==> src/rtl/encryption_core.sv <==
// Byte-serial Caesar rotation cipher: one character per enabled cycle, registered
// result with a single-cycle valid strobe. Letters rotate with wrap, case preserved.
module encryption_core #(
    parameter int N = 8
) (
    input  logic         clock,
    input  logic         rst,
    input  logic         en,
    input  logic [N-1:0] din,
    input  logic [4:0]   shift,
    input  logic [1:0]   direction,
    output logic [N-1:0] dout,
    output logic         v
);

    logic [7:0]   b;
    logic         is_upper;
    logic         is_lower;
    logic [4:0]   s;
    logic [5:0]   idx;
    logic [5:0]   off;
    logic [5:0]   sum;
    logic [N-1:0] result;

    assign b        = din[7:0];
    assign is_upper = (b >= 8'h41) && (b <= 8'h5A);
    assign is_lower = (b >= 8'h61) && (b <= 8'h7A);
    assign s        = (shift >= 5'd26) ? shift - 5'd26 : shift;

    // 'A' and 'a' both carry 5'd1 in their low bits, so one index path serves both cases
    // and the upper three bits keep the case untouched.
    assign idx = {1'b0, b[4:0] - 5'd1};

    always_comb begin
        off    = idx;
        sum    = '0;
        result = din;
        if (is_upper || is_lower) begin
            unique case (direction)
                2'b01: begin
                    sum = idx + {1'b0, s};
                    off = (sum >= 6'd26) ? sum - 6'd26 : sum;
                end
                2'b10: begin
                    off = (idx >= {1'b0, s}) ? idx - {1'b0, s}
                                             : idx + 6'd26 - {1'b0, s};
                end
                default: off = idx;
            endcase
            result[7:0] = {b[7:5], off[4:0] + 5'd1};
        end
    end

    always_ff @(posedge clock or negedge rst) begin
        if (!rst) begin
            dout <= '0;
            v    <= 1'b0;
        end else begin
            v <= en;
            if (en) begin
                dout <= result;
            end
        end
    end

endmodule

==> config.mk <==
export PLATFORM = sky130hd
export DESIGN_NAME = encryption_core
export DESIGN_NICKNAME = d
export VERILOG_FILES = /design/src/rtl/encryption_core.sv
export SDC_FILE = /design/constraint.sdc
export NUM_CORES = 1
export LEC_CHECK = 0
export CELL_PAD_IN_SITES_DETAIL_PLACEMENT = 0
export CELL_PAD_IN_SITES_GLOBAL_PLACEMENT = 1
export CORE_ASPECT_RATIO = 2
export CORE_UTILIZATION = 41
export CTS_CLUSTER_DIAMETER = 80
export DETAILED_ROUTE_END_ITERATION = 10
export HOLD_SLACK_MARGIN = 0.06
export MAX_ROUTING_LAYER = met4
export PLACE_DENSITY = 0.84
export SLEW_MARGIN = 40
export SYNTH_ARGS = -nofsm -noshare
export SYNTH_HDL_FRONTEND = slang
export SYNTH_SLANG_ARGS = --single-unit
==> constraint.sdc <==
create_clock -name clock -period 0.9 [get_ports clock]
set_input_delay 0.18 -clock clock [delete_from_list [all_inputs] [get_ports clock]]
set_output_delay 0.18 -clock clock [all_outputs]
set_load 0.005 [all_outputs]
==> out/metrics.yaml, run 1 <==
p_leak_nw: 1.44
cts_buffers: 3
drv_slew: 0
initial_utilization_pct: 42.5
via_count: 2051
crit_path_max_fanout: 3
seq_area_um2: 225
port_buffers: 26
syn_area_um2: 1720
drive_gt1_share_pct: 55.3
violations: "setup timing"
drt_first_iter_violations: 31
status: "finished, violations left"
setup_viol_count_final: 13
h-tree-depth: 1
yosysUniqueCellTypes: 53
hold_viol: 0
core_um2: 4050
viasPerCell: 5.33
area_growth_pct: 83.4
avgSynthCellArea_um2: 8.08
fp-row-count: 33
fillCellCount: 306
relSlewSlack_pct: 73.1
synth_top_area_share_pct: 14.5
wl_per_cell_um: 16.1
multi_input_area_um2: 1750
dp_cells: 362
clk_pin_slew_worst_paths_ps: 50
worst-slew-pin-transition_ps: 402
p_per_area_nw_per_um2: 1230
track_usage_pct: 31.1
clk_path_buf_depth: 2
finalClockSkew_ps: 0
ys_ff_latch: 9
drtPass1Iterations: 4
n_antenna_cell: 0
synthTopCellsByArea: "ha_1 (15%), dfrtp_1 (13%), fa_1 (4.7%)"
crit_start: "shift[2]"
yosysWarnings: 0
nets: 376
cts_tree: "yes"
fmax_mhz: 313
grt_antenna_before_repair: 0
fp.dieW_um: 47.8
finalWorstSetupSlack_ps: -2300
clkSinkCount: 9
worstSetupPathType: "input pin to flop"
yosysTopAreaCell: "ha_1"
hp-class: "input pin to async pin"
worstSetupStartpointType: "input pin"
synth-edff-count: 0
clockRootBuffer: "clkbuf_8"
die_h_um: 93.6
timing.rr.start: "dout[0]$_DFFE_PN0P_"
dieArea_um2: 4480
fin_cells: 385
grt_pass1_wl_mm: 9.63
period_share_pct: 355
endpoint_kind: "flop"
syn_inst: 213
overflow: 0
whs_ps: 269
num_io_pins: 27
maxCapViolCount: 0
peakVddDrop_uv: 1080
total_power_mw: 3.87
ant_nets: 0
min_period_ps: 3200
synth_nets: 255
clk_latency_ps: 230
first_global_vias: 2273
seq_area_frac_synth_pct: 13.1
worstPathRequired_ps: 1040
async_flop_share_pct: 100
wl_mm: 6.20
dp_hpwl_mm: 5.10
drc: 0
fin_tns_setup_ps: -9610
gp_congestion: 0.857
cp.arrival_ps: 3330
rsz0062_at_grt: "yes"
grt_max_degree: 10
ys.flop_type: "dfrtp_1"
[state kept, by name, summed over array words and instances, names as in the netlist]
signal	cells
dout	8
v	1
[report_power, final]
part	switching (mW)	internal [mW]
combinational	1.36	1.54
sequential	0.0233	0.452
clock	0.180	0.311
total	1.56	2.31
[layout make-up]
type | count | share of cell area [%]
clock buffers | 4 | 1.43
multi-input cells | 179 | 55.4
well taps | 52 | 2.06
inverters | 22 | 3.41
repair buffers | 119 | 30.6
flip-flops and latches | 9 | 7.14
[kinds of logic (layout without fill, tap and decap cells)]
family                   Yosys count  after routing  share of synthesized area, %
XOR/XNOR                          12             12                          7.78
multiplexers                       6              6                          3.78
flip-flops                         9              9                          13.1
buffers and inverters             25            145                          5.53
adder cells (fa/ha/maj)           24             24                          19.2
AND/OR/NAND/NOR                   68             68                          19.6
AO/OA/AOI/OAI                     69             69                          31.1
[path summary, 6_finish.rpt]
path                                  endpoint  slack [ps]  depth (start not counted)
max                        dout[4]$_DFFE_PN0P_       -2300                         20
min                        dout[7]$_DFFE_PN0P_         270                          2
max reg2reg                dout[0]$_DFFE_PN0P_         120                          3
min reg2reg                dout[2]$_DFFE_PN0P_         480                          1
max in group asynchronous  dout[4]$_DFFE_PN0P_         520                          2
min in group clock         dout[5]$_DFFE_PN0P_         290                          2
[worst max-delay path, cell delays in order]
cell and delay [ps]:
buf_12 110, buf_6 110, o21a_1 180, o21ai_1 150
o31a_1 200, buf_6 120, buf_6 90, ha_4 190
nor2b_4 180, nor3_4 60, a311o_1 330, o21ai_2 110
o311ai_4 150, or3_4 350, nand3_2 80, o21a_1 150
ha_4 160, nand3_4 70, xnor2_2 140, a221oi_2 210
[synth_stat cells (3+ instances only)]
library cell / instances
fa_1: 4
nor2_1: 21
nand2b_1: 7
nand2_1: 13
nor2b_1: 4
a211oi_1: 4
a21o_1: 4
nor3b_1: 3
o211ai_1: 3
dfrtp_1: 9
o21a_1: 5
xor2_1: 4
a21oi_1: 15
inv_1: 21
mux2_2: 4
xnor2_1: 5
nor3_1: 4
o21ai_0: 13
ha_1: 20
nand3_1: 5
[metal layers]
metal / track usage, % / part of all wire, %
met2: 58.9 / 60
met3: 1.93 / 1.5
met1: 25.0 / 31
met4: 20.6 / 6.9
met5: - / 0
[repair_timing]
item                       4_1_cts  5_1_grt
setup buffers                   14        7
setup endpoints to repair       17       14
resized for setup              111       23
hold buffers                     0        0
pin swaps                       35       24
[layout by cell type, fill, tap and decap left out, drive strengths merged, types with 3 or more instances in the layout]
| cell | n |
|---|---|
| a211oi | 4 |
| a21o | 4 |
| a21oi | 15 |
| a221oi | 3 |
| buf | 108 |
| clkbuf | 4 |
| clkdlybuf4s50 | 3 |
| dfrtp | 9 |
| dlygate4sd2 | 5 |
| fa | 4 |
| ha | 20 |
| inv | 22 |
| mux2 | 4 |
| nand2 | 15 |
| nand2b | 7 |
| nand3 | 5 |
| nor2 | 21 |
| nor2b | 4 |
| nor3 | 4 |
| nor3b | 3 |
| o211ai | 3 |
| o21a | 5 |
| o21ai | 17 |
| xnor2 | 6 |
| xor2 | 5 |
[stage by stage]
stage / setup slack (ps) / area [µm²] / util (%)
final: -2300 / 3160 / 78.0
after global routing: -2470 / 3160 / 78.0
after CTS: -2440 / 3020 / 74.7
after detailed placement: -2990 / 2790 / 68.9
after global placement: -2830 / 2790 / 68.9
after floorplan: -2170 / 1910 / -
No activity file was read; power rests on OpenSTA's default activity.
==> inputs of run 2 (changes only) <==
--- a/config.mk
+++ b/config.mk
@@ -8,12 +8,14 @@
 export CELL_PAD_IN_SITES_DETAIL_PLACEMENT = 0
 export CELL_PAD_IN_SITES_GLOBAL_PLACEMENT = 1
 export CORE_ASPECT_RATIO = 2
-export CORE_UTILIZATION = 41
+export CORE_UTILIZATION = 44
 export CTS_CLUSTER_DIAMETER = 80
 export DETAILED_ROUTE_END_ITERATION = 10
+export GPL_ROUTABILITY_DRIVEN = 0
 export HOLD_SLACK_MARGIN = 0.06
 export MAX_ROUTING_LAYER = met4
-export PLACE_DENSITY = 0.84
+export PLACE_DENSITY = 0.89
+export SKIP_LAST_GASP = 1
 export SLEW_MARGIN = 40
 export SYNTH_ARGS = -nofsm -noshare
 export SYNTH_HDL_FRONTEND = slang
==> constraint.sdc (replaced) <==
create_clock -name clock -period 3.8 [get_ports clock]
set_input_delay 0.76 -clock clock [delete_from_list [all_inputs] [get_ports clock]]
set_output_delay 0.76 -clock clock [all_outputs]
set_load 0.005 [all_outputs]
==> out/metrics.yaml, run 2 (synthesis gave the netlist of run 1 again) <==
whs_ps: 487  # was 269 ps
cts_hold_buf: 0  # unchanged
status: "complete, no violations"  # was finished, violations left
worstSetupStartpointType: "input pin"  # unchanged
drt_first_iter_violations: 44  # was 31
clockRootBuffer: "clkbuf_8"  # unchanged
cts_tree: "yes"  # unchanged
dp_hpwl_mm: 4.49  # was 5.10 mm
largest_reg_flops: 8  # unchanged
placed_cell_area_um2: 2480  # was 2790 µm²
cp.arrival_ps: 3830  # was 3330 ps
overflow: 0  # unchanged
regMostFlops: "dout"  # unchanged
utilization_pct: 77.8  # was 78.0%
fillCellCount: 270  # was 306
port_buffers: 26  # unchanged
track_usage_pct: 30.2  # was 31.1%
area_growth_pct: 66.6  # was 83.4%
drive_gt1_share_pct: 46.1  # was 55.3%
p_leak_nw: 1.30  # was 1.44 nW
period_share_pct: 96.7
layout_commonest_cell: "buf_4"  # unchanged
hold_viol: 0  # unchanged
r2r_end: "dout[6]$_DFFE_PN0P_"  # was dout[0]$_DFFE_PN0P_
p_per_area_nw_per_um2: 313  # was 1230 nW/µm²
hold_end: "dout[2]$_DFFE_PN0P_"
worst-r2r-cell-count: 1  # was 3
drv_slew: 0  # unchanged
h-tree-depth: 1  # unchanged
viasPerCell: 5.80  # was 5.33
hold_path_depth: 1
core_um2: 3680  # was 4050 µm²
die_h_um: 90.4  # was 93.6 µm
fin_cells: 357  # was 385
ant_nets: 0  # unchanged
first_global_vias: 2084  # was 2273
worst-slew-pin-transition_ps: 521  # was 402 ps
fp-row-count: 31  # was 33
crit_path_max_fanout: 3  # unchanged
hp-class: "flop to flop"  # was input pin to async pin
reg_top3: "dout (8), v (1)"  # unchanged
grt_pass1_wl_mm: 9.03  # was 9.63 mm
pre_cts_ws_ps: -640  # was -2990 ps
wl_per_cell_um: 17.1  # was 16.1 µm
wl_mm: 6.11  # was 6.20 mm
drtPass1Iterations: 4  # unchanged
nets: 351  # was 376
grt_antenna_before_repair: 0  # unchanged
multi_input_area_um2: 1680  # was 1750 µm²
finalWorstSetupSlack_ps: 124  # was -2300 ps
clk_pin_slew_worst_paths_ps: 50  # about the same
via_count: 2070  # was 2051
finalInstanceArea_um2: 2870  # was 3160 µm²
timing.rr.start: "dout[6]$_DFFE_PN0P_"  # was dout[0]$_DFFE_PN0P_
grt_max_degree: 14  # was 10
dieArea_um2: 4180  # was 4480 µm²
clk_latency_ps: 240  # was 230 ps
clkSinkCount: 9  # unchanged
fin_tns_setup_ps: 0  # was -9610 ps
dp_cells: 340  # was 362
drc: 0  # unchanged
rrSetupSlack_ps: 3040  # was 120 ps
hold_start: "dout[2]$_DFFE_PN0P_"
peakVddDrop_uv: 264  # was 1080 µV
finalClockSkew_ps: 0  # unchanged
worstPathRequired_ps: 3950  # was 1040 ps
clk_path_buf_depth: 2  # unchanged
seq_area_um2: 225  # unchanged
fp.dieW_um: 46.2  # was 47.8 µm
num_io_pins: 27  # unchanged
n_antenna_cell: 0  # unchanged
relSlewSlack_pct: 65.2  # was 73.1%
worstSetupPathType: "input pin to flop"  # unchanged
layout_common_cells: "buf_4 (64), clkdlybuf4s50_1 (17), inv_1 (16), nor2_1 (16)"  # was buf_4 (81), nor2_1 (16), inv_1 (13), nand2_1 (13)
min_period_ps: 3680
setup_viol_count_final: 0  # was 13
maxCapViolCount: 0  # unchanged
fmax_mhz: 272
total_power_uw: 896  # was 3.87 mW
endpoint_kind: "flop"  # unchanged
cts_buffers: 3  # unchanged
initial_utilization_pct: 46.7  # was 42.5%
[run 2: cell count changes in the layout (fill, tap and decap cells not counted), sizes merged]
cell           change
clkbuf             +2
dlygate4sd2        -1
clkdlybuf4s50     +14
clkdlybuf4s15      -2
buf               -38
[run 2: how the worst max path moves through the flow]
stage	from	slack, ps	end
floorplan	din[2]	6	dout[4]$_DFFE_PN0P_
global placement	din[0]	-580	dout[4]$_DFFE_PN0P_
detailed placement	shift[1]	-640	dout[4]$_DFFE_PN0P_
CTS	din[0]	4	dout[4]$_DFFE_PN0P_
global route	shift[0]	-10	dout[4]$_DFFE_PN0P_
finish	shift[0]	120	dout[4]$_DFFE_PN0P_
[run 2: critical path, cell delays in order]
cell	delay, ps
dlygate4sd2_1	250
o21a_1	180
o21ai_1	120
o31a_1	220
ha_4	230
nor2b_4	150
o21ai_2	80
a311o_1	300
o21ai_2	100
o311ai_4	170
or3_4	380
nand3_4	70
o21a_1	130
ha_2	210
nand3_2	90
xnor2_2	160
a221oi_2	220
[run 2: final cells by class]
| class | instances | area share (%) |
|---|---|---|
| multi-input cells | 179 | 58.7 |
| clock buffers | 4 | 1.57 |
| repair buffers | 94 | 26.8 |
| inverters | 22 | 2.88 |
| well taps | 49 | 2.14 |
| flip-flops and latches | 9 | 7.86 |
[run 2: report_power, final]
group	internal, mW	switching, mW	leakage, nW
Combinational	0.347	0.320	1.18
Clock	0.0735	0.0421	0.0228
Sequential	0.107	0.00644	0.103
Total	0.528	0.368	1.30
[run 2: per-layer routing]
| layer | vias to the layer above | share of wire, % | track usage, % |
|---|---|---|---|
| met5 | - | 0 | - |
| met4 | 0 | 8.5 | 20.6 |
| met3 | 42 | 2.2 | 2.20 |
| met2 | 80 | 59 | 56.3 |
| met1 | 985 | 30 | 24.9 |
| li1 | 963 | - | - |
[run 2: repair_timing]
action | in CTS | in global routing
setup endpoints to repair | 4 | 4
pin swaps | 25 | 29
setup buffers | 8 | 5
gates resized for setup | 39 | 40
==> inputs of run 3 (changes only) <==
--- a/config.mk
+++ b/config.mk
@@ -8,13 +8,14 @@
 export CELL_PAD_IN_SITES_DETAIL_PLACEMENT = 0
 export CELL_PAD_IN_SITES_GLOBAL_PLACEMENT = 1
 export CORE_ASPECT_RATIO = 2
-export CORE_UTILIZATION = 44
+export CORE_UTILIZATION = 45
+export CTS_BUF_LIST = sky130_fd_sc_hd__clkbuf_4 sky130_fd_sc_hd__clkbuf_8
 export CTS_CLUSTER_DIAMETER = 80
 export DETAILED_ROUTE_END_ITERATION = 10
 export GPL_ROUTABILITY_DRIVEN = 0
 export HOLD_SLACK_MARGIN = 0.06
 export MAX_ROUTING_LAYER = met4
-export PLACE_DENSITY = 0.89
+export PLACE_DENSITY = 0.91
 export SKIP_LAST_GASP = 1
 export SLEW_MARGIN = 40
 export SYNTH_ARGS = -nofsm -noshare
==> out/metrics.yaml, run 3 (synthesis gave the netlist of run 1 again) <==
hold_viol: 0  # unchanged
num_io_pins: 27  # unchanged
rrSetupSlack_ps: 3040  # about the same
cts_tree: "yes"  # unchanged
track_usage_pct: 33.1  # was 30.2%
clockRootBuffer: "clkbuf_8"  # unchanged
die_h_um: 89.4  # was 90.4 µm
setup_viol_count_final: 0  # unchanged
cpLargestDelayFamily: "compound AO/OA/AOI/OAI gates"  # unchanged
clk_latency_ps: 240  # about the same
seq_area_um2: 225  # unchanged
reg_top3: "dout (8), v (1)"  # unchanged
status: "complete, no violations"  # unchanged
path_buf_inv: 6  # was 1
p_leak_nw: 1.37  # was 1.30 nW
layout_common_cells: "buf_4 (73), nor2_1 (17), clkdlybuf4s50_1 (17), inv_1 (16), a21oi_1 (13)"  # was buf_4 (64), clkdlybuf4s50_1 (17), inv_1 (16), nor2_1 (16)
fin_cells: 370  # was 357
clk_pin_slew_worst_paths_ps: 50  # about the same
overflow: 0  # unchanged
port_buffers: 26  # unchanged
relSlewSlack_pct: 66.9  # was 65.2%
multi_input_area_um2: 1720  # was 1680 µm²
crit_path_max_incr_delay_ps: 320  # was 380 ps
core_um2: 3650  # was 3680 µm²
grt_max_degree: 14  # unchanged
p_per_area_nw_per_um2: 315  # was 313 nW/µm²
peakVddDrop_uv: 273  # was 264 µV
initial_utilization_pct: 47.2  # was 46.7%
cts_buffers: 3  # unchanged
maxCapViolCount: 0  # unchanged
met3_length_um: 127  # was 133 µm
crit_chain: "clkdlybuf4s15_1, inv_2, ha_4, nor3b_4, xor2_2, ha_4, inv_2, buf_4, nor3_2, a21oi_1, o211ai_1, nor2_2, buf_6, o211a_4, o31ai_4, buf_4, nand3_2, xnor2_1, a221oi_1"  # was dlygate4sd2_1, o21a_1, o21ai_1, o31a_1, ha_4, nor2b_4, o21ai_2, a311o_1, o21ai_2, o311ai_4, or3_4, nand3_4, o21a_1, ha_2, nand3_2, xnor2_2, a221oi_2
dp_hpwl_mm: 4.84  # was 4.49 mm
worstSetupPathType: "input pin to flop"  # unchanged
fp-row-count: 31  # unchanged
fillCellCount: 242  # was 270
met1_length_mm: 2.12  # was 1.86 mm
via_count: 2047  # was 2070
area_growth_pct: 75.9  # was 66.6%
drt_first_iter_violations: 45  # was 44
wl_mm: 6.50  # was 6.11 mm
largest_reg_flops: 8  # unchanged
min_period_ps: 3700  # was 3680 ps
drtPass1Iterations: 4  # unchanged
clk_path_buf_depth: 2  # unchanged
ant_nets: 0  # unchanged
wl_per_cell_um: 17.6  # was 17.1 µm
layout_commonest_cell: "buf_4"  # unchanged
regMostFlops: "dout"  # unchanged
crit_slowest_cell: "o31ai_4"  # was or3_4
first_global_vias: 2122  # was 2084
dieArea_um2: 4090  # was 4180 µm²
fmax_mhz: 270  # was 272 MHz
dp_cells: 344  # was 340
cp.arrival_ps: 3840  # was 3830 ps
crit_path_max_fanout: 4  # was 3
rsz0062_at_grt: "yes"
grt_antenna_before_repair: 0  # unchanged
drv_slew: 0  # unchanged
highest_layer: "met4"  # unchanged
fin_tns_setup_ps: 0  # unchanged
clkSinkCount: 9  # unchanged
fp.dieW_um: 45.7  # was 46.2 µm
endpoint_kind: "flop"  # unchanged
wl_met2_mm: 3.82  # was 3.60 mm
nets: 364  # was 351
worst-slew-pin-transition_ps: 496  # was 521 ps
grt_pass1_wl_mm: 9.30  # was 9.03 mm
n_antenna_cell: 0  # unchanged
worstPathRequired_ps: 3940  # was 3950 ps
period_share_pct: 97.3  # was 96.7%
hp-class: "flop to flop"  # unchanged
cts_hold_buf: 0  # unchanged
worstSetupStartpointType: "input pin"  # unchanged
viasPerCell: 5.53  # was 5.80
h-tree-depth: 1  # unchanged
drc: 0  # unchanged
finalClockSkew_ps: 0  # unchanged
drive_gt1_share_pct: 48.0  # was 46.1%
==> run 3: what timing repair did <==
| action | 4_1_cts | 5_1_grt |
|---|---|---|
| endpoints found under the setup margin | 4 | 4 |
| pin swaps | 24 | 39 |
| gates resized for setup | 36 | 51 |
| setup buffers | 11 | 11 |
==> run 3: per-stage QoR <==
step | instance area [µm²] | hold WS [ps] | power (mW) | utilization (%) | setup WS, ps
floorplan | 1760 | 464 | 0.412 | - | 5.53
global placement | 2510 | 465 | 0.639 | 69.0 | -573
detailed placement | 2510 | 472 | 0.649 | 69.0 | -667
CTS | 2740 | 486 | 0.824 | 75.0 | 0.0164
global route | 3030 | 492 | 1.00 | 83.0 | -51.9
finish | 3030 | 486 | 0.954 | 83.0 | 102
==> run 3: final cells by class <==
class | instances | area share [%]
Clock buffer | 4 | 1.61
Sequential cell | 9 | 7.44
Inverter | 22 | 2.73
Timing Repair Buffer | 107 | 29.4
Tap cell | 49 | 2.03
Multi-Input combinational cell | 179 | 56.8
==> run 3: per-layer routing <==
layer | vias up | global-route usage [%]
li1 | 980 | -
met1 | 976 | 25.6
met2 | 58 | 67.0
met3 | 33 | 2.83
met4 | 0 | 19.3
met5 | - | -
==> run 3: path summary, 6_finish.rpt <==
kind                                     start                   to  cells after the start
max                                     din[1]  dout[4]$_DFFE_PN0P_                     19
min                        dout[2]$_DFFE_PN0P_  dout[2]$_DFFE_PN0P_                      1
max reg2reg                dout[5]$_DFFE_PN0P_  dout[5]$_DFFE_PN0P_                      1
min reg2reg                dout[2]$_DFFE_PN0P_  dout[2]$_DFFE_PN0P_                      1
max in group asynchronous                  rst  dout[5]$_DFFE_PN0P_                      1
min in group asynchronous                  rst  dout[2]$_DFFE_PN0P_                      1
==> run 3: where the power goes <==
part / leakage (nW) / internal [mW] / switching, mW / total, mW
registers: 0.103 / 0.107 / 0.00627 / 0.113
logic: 1.24 / 0.377 / 0.339 / 0.717
clock network: 0.0262 / 0.0807 / 0.0432 / 0.124
total: 1.37 / 0.565 / 0.389 / 0.954
